**src/rtl/stream_fifo.sv**
```systemverilog
// stream_fifo: synchronous valid/ready FIFO with first-word-fall-through read,
// occupancy output and registered almost-full / almost-empty flags.
// Optional high-water-mark tracking is enabled by defining STREAM_FIFO_WATERMARK_EN,
// which adds the wm_clear input and the max_level output.
module stream_fifo #(
  parameter int unsigned WIDTH         = 8,
  parameter int unsigned DEPTH         = 4,
  parameter int unsigned AFULL_THRESH  = DEPTH - 1,
  parameter int unsigned AEMPTY_THRESH = 1,
  localparam int unsigned AW           = $clog2(DEPTH),
  localparam int unsigned LW           = $clog2(DEPTH + 1)
) (
  input  logic             clk,
  input  logic             rst,
  input  logic             s_valid,
  output logic             s_ready,
  input  logic [WIDTH-1:0] s_data,
  output logic             m_valid,
  input  logic             m_ready,
  output logic [WIDTH-1:0] m_data,
  output logic [LW-1:0]    level,
  output logic             almost_full,
`ifdef STREAM_FIFO_WATERMARK_EN
  output logic             almost_empty,
  input  logic             wm_clear,
  output logic [LW-1:0]    max_level
`else
  output logic             almost_empty
`endif
);

  logic [WIDTH-1:0] mem_q [DEPTH];
  logic [AW-1:0]    wr_ptr_q, wr_ptr_d;
  logic [AW-1:0]    rd_ptr_q, rd_ptr_d;
  logic [LW-1:0]    level_q, level_d;
  logic             afull_q, afull_d;
  logic             aempty_q, aempty_d;
  logic             push, pop;

  // Handshake qualifiers; ready/valid depend on registered occupancy only.
  always_comb begin
    s_ready = (level_q != LW'(DEPTH));
    m_valid = (level_q != '0);
    push    = s_valid && s_ready;
    pop     = m_valid && m_ready;
  end

  // Next-state pointers, occupancy and flags computed from next-state level.
  always_comb begin
    wr_ptr_d = wr_ptr_q;
    rd_ptr_d = rd_ptr_q;
    level_d  = level_q;
    if (push) begin
      wr_ptr_d = wr_ptr_q + AW'(1);
    end
    if (pop) begin
      rd_ptr_d = rd_ptr_q + AW'(1);
    end
    if (push && !pop) begin
      level_d = level_q + LW'(1);
    end else if (pop && !push) begin
      level_d = level_q - LW'(1);
    end
    afull_d  = (level_d >= LW'(AFULL_THRESH));
    aempty_d = (level_d <= LW'(AEMPTY_THRESH));
  end

  // Control state register with synchronous reset.
  always_ff @(posedge clk) begin
    if (rst) begin
      wr_ptr_q <= '0;
      rd_ptr_q <= '0;
      level_q  <= '0;
      afull_q  <= 1'b0;
      aempty_q <= 1'b1;
    end else begin
      wr_ptr_q <= wr_ptr_d;
      rd_ptr_q <= rd_ptr_d;
      level_q  <= level_d;
      afull_q  <= afull_d;
      aempty_q <= aempty_d;
    end
  end

  // Storage write; contents are never cleared, a reset edge just blocks the write.
  always_ff @(posedge clk) begin
    if (push && !rst) begin
      mem_q[wr_ptr_q] <= s_data;
    end
  end

  // Output drive: head of queue falls through, flags straight from registers.
  always_comb begin
    m_data       = mem_q[rd_ptr_q];
    level        = level_q;
    almost_full  = afull_q;
    almost_empty = aempty_q;
  end

`ifdef STREAM_FIFO_WATERMARK_EN
  logic [LW-1:0] max_q, max_d;

  // High-water mark; a clear coinciding with a push restarts from the new level.
  always_comb begin
    max_d = max_q;
    if (wm_clear) begin
      max_d = push ? level_d : '0;
    end else if (level_d > max_q) begin
      max_d = level_d;
    end
  end

  // Watermark register.
  always_ff @(posedge clk) begin
    if (rst) begin
      max_q <= '0;
    end else begin
      max_q <= max_d;
    end
  end

  // Watermark output.
  always_comb begin
    max_level = max_q;
  end
`endif

endmodule

```
**config.mk**
```make
export PLATFORM = sky130hd
export DESIGN_NAME = stream_fifo
export DESIGN_NICKNAME = d
export VERILOG_FILES = /design/src/rtl/stream_fifo.sv
export SDC_FILE = /design/constraint.sdc
export NUM_CORES = 1
export LEC_CHECK = 0
export CAP_MARGIN = 10
export CORE_AREA = 2 2 62 69
export CTS_CLUSTER_SIZE = 28
export DETAILED_ROUTE_END_ITERATION = 8
export DIE_AREA = 0 0 64 71
export PLACE_DENSITY_LB_ADDON = 0.08
export SKIP_LAST_GASP = 1
export SLEW_MARGIN = 5
export SYNTH_ARGS = -nofsm -noshare
export SYNTH_HDL_FRONTEND = slang
export SYNTH_SLANG_ARGS = --single-unit
```
**constraint.sdc**
```tcl
create_clock -name clk -period 4.41 [get_ports clk]
set_clock_uncertainty 0.15 [all_clocks]
set_input_delay 1.1025 -clock clk [delete_from_list [all_inputs] [get_ports clk]]
set_output_delay 1.1025 -clock clk [all_outputs]
set_load 0.01 [all_outputs]
```
==> flow_metrics.tcl <==
set metrics [dict create \
    final_max_slew_viol_count 0 \
    drt_drc_violations_left 0 \
    insertion_delay_ns 0.28 \
    hold_buffers 0 \
    final-hold-violation-count 0 \
    total_of_flip_flops_plus_latches_after_synthesis 43 \
    final_layout_size_suffix_gt1_share_pct 13.3 \
    synthToLayoutAreaGrowth_pct 22.4 \
    final_antenna_net_count 0 \
    ys.flop_type "sky130_fd_sc_hd__edfxtp_1" \
    synthesis.instances 123 \
    synth.lib_cells_used.distinct 37 \
    vias_per_cell 5.18 \
    async_flop_share_pct 0 \
    finalWirelength_um 3140 \
    main_combinational_cell_family_by_area_after_synthesis "multiplexers" \
    grt_start_max_net_pins 16 \
    final_period_minus_worst_setup_slack_ns 3.28 \
    post_synth_main_area_contributors "sky130_fd_sc_hd__edfxtp_1, sky130_fd_sc_hd__dfxtp_1, sky130_fd_sc_hd__mux4_2" \
    clock-sinks 43 \
    synth_top_cell_area_share_pct 51.6 \
    final_core_utilization_pct 58.9 \
    fin_setup_tns_ns 0 \
    maxCapViolCount 0 \
    post_synth_adder_cell_area_pct 4.70 \
    floorplan.core_area_mm2 0.00387 \
    synth.top_cells.by_count "sky130_fd_sc_hd__edfxtp_1, sky130_fd_sc_hd__dfxtp_1, sky130_fd_sc_hd__nor2_1" \
    antenna_cells_inserted 0 \
    kind_of_capture_point_of_the_worst_setup_path "output port" \
    port-buffer-count 26 \
    count_of_final_setup_violators 0 \
    hp-class "reg -> reg" \
    clkTransAtPathRegs_ns 0.08 \
    cts_root_buffer "sky130_fd_sc_hd__clkbuf_8" \
    final_min_period_over_clock_period_pct 74.3 \
    crit_fanout 8 \
    timing.critical_path.arrival_ns 2.02 \
    synth_compound_gate_area_share_pct 7.59 \
    post_cts_buffers 0 \
    synth.mux.area_fraction_pct 9.68 \
    globalRouteTotalUtil_pct 14.8 \
    wl_per_cell_um 15.6 \
    fillerInstances 320 \
    switchingPower_uw 369 \
    synth.yosys.warnings 0 \
    design_internal_power_uw 948 \
    grt_pass1_wl_um 4950 \
    design.die.area_mm2 0.00454 \
    die_x_um 64 \
    worstMarginPinSlew_ns 0.537 \
    design.final.nets 168 \
    pwr-share-comb_pct 33.2 \
    timing.fmax_ghz 0.305 \
    post_dp_hpwl_um 2360 \
    cts_made_buffers 5 \
    number_of_global_route_vias_before_repair 1031 \
    status "completed" \
    max_slew_margin_pct 64.1 \
    number_of_drc_violations_after_detailed_routing_iteration_0 26 \
    synth_xor_area_share_pct 1.88 \
    htree_depth 2 \
    critical_path_required_ns 3.16 \
    max-vdd-ir-drop_v 0.000433 \
    proportion_of_power_drawn_by_flip_flops_and_latches_pct 40.4 \
    synth_area_leader_cell "sky130_fd_sc_hd__edfxtp_1" \
    netSwitchingFraction_pct 28.0 \
    grt_overflow 0 \
    pwr-share-clk_pct 26.4 \
    power-per-cell-area_mw_per_mm2 578 \
    routed-via-count 1047 \
    initial_antenna_violation_count 0 \
    cts_repair_resize_count 0 \
    setup.worst_path.start_class "flop" \
    rows 24 \
    postSynthAreaPerCell_um2 15.1 \
    syn-cell-area_mm2 0.00186 \
    clockBufferDepth 2 \
    rsz0062_at_grt "no" \
    setup.worst_path.class "reg -> out" \
    synth-edff-count 32 \
    tritoncts "built" \
    leakage_uw 0.000815 \
    drtPass1Iterations 4 \
    synth_fp_nets 142 \
    die_height_um 71 \
    io_pins 27 \
    synth_simple_gate_area_share_pct 9.14 \
    most_common_cell_in_the_synthesized_netlist "sky130_fd_sc_hd__edfxtp_1" \
    place_congestion 0.757 \
    synth_sequential_area_ratio_pct 63.4 \
    initial_core_util_pct 48.1 \
]
## path summary, 6_finish.rpt
path	to	start	cells after the start	slack, ns
max	m_data[2]	flop	2	1.13
min	flop	rd_ptr_q[1]	2	0.39
min reg2reg	flop	rd_ptr_q[1]	2	0.39
max reg2reg	mem_q[0][4]	level[1]	4	2.16
## power groups by stage
stage	logic (µW)	registers [µW]	clock network, µW
after detailed placement	441	542	0
after global placement	437	542	0
after CTS	442	535	357
after global routing	473	542	372
after floorplan	308	517	0
final	437	532	348
## worst max-delay path, cell delays in order (launching register included)
cell and delay, ns:
sky130_fd_sc_hd__dfxtp_1 0.66, sky130_fd_sc_hd__mux4_2 0.58, sky130_fd_sc_hd__clkdlybuf4s50_1 0.49
## cells by family (layout without fill, tap and decap cells)
logic type / count (synthesis) / after routing
fa+ha+maj: 7 / 7
flops: 43 / 43
xor+xnor: 4 / 4
mux: 8 / 8
compound gates: 16 / 16
simple gates: 31 / 31
buf+inv: 14 / 41
## layout make-up
type                            count  area, µm²  share of cell area, %
Timing Repair Buffer               26        260                   11.4
Tap cell                           52       65.1                   2.85
Inverter                            7       26.3                   1.15
Clock buffer                        6       72.6                   3.18
Clock inverter                      2       60.1                   2.63
Sequential cell                    43       1180                   51.8
Multi-Input combinational cell     66        614                   26.9
## layer usage
metal	track usage, %	wire length [µm]	up-vias
met3	4.45	102	2
met1	16.6	1290	513
met4	5.07	12	0
met2	26.6	1730	17
li1	-	-	515
met5	0	0	-
## placed cells by master (no fill, tap or decap), types with 2 or more instances in the layout
cell type,netlist,routed
sky130_fd_sc_hd__a21oi_1,2,2
sky130_fd_sc_hd__xnor2_1,2,2
sky130_fd_sc_hd__nand2_1,5,5
sky130_fd_sc_hd__o32ai_1,2,2
sky130_fd_sc_hd__dfxtp_1,11,11
sky130_fd_sc_hd__clkbuf_8,0,5
sky130_fd_sc_hd__clkdlybuf4s50_1,0,26
sky130_fd_sc_hd__bufinv_16,0,2
sky130_fd_sc_hd__o221ai_1,2,2
sky130_fd_sc_hd__nand2b_1,2,2
sky130_fd_sc_hd__and3_1,6,6
sky130_fd_sc_hd__ha_1,7,7
sky130_fd_sc_hd__xor2_1,2,2
sky130_fd_sc_hd__o211ai_1,2,2
sky130_fd_sc_hd__nor2_1,9,9
sky130_fd_sc_hd__mux4_2,8,8
sky130_fd_sc_hd__edfxtp_1,32,32
sky130_fd_sc_hd__inv_1,7,7
## state kept, by name (all words and copies together) (netlist names), named ones only
signal,count
mem_q,32
level,3
rd_ptr_q,2
wr_ptr_q,2
almost_empty,1
almost_full,1
## stage by stage
stage	std cells	setup slack, ns	power [µW]	hold slack, ns	area (µm²)
global placement	194	1.27	979	0.359	2150
global route	202	1.00	1390	0.442	2280
detailed placement	194	1.18	983	0.367	2150
finish	202	1.13	1320	0.390	2280
CTS	202	1.08	1330	0.396	2280
floorplan	123	2.08	825	0.335	1860
Note: power is estimated with default switching activity, not from simulation.
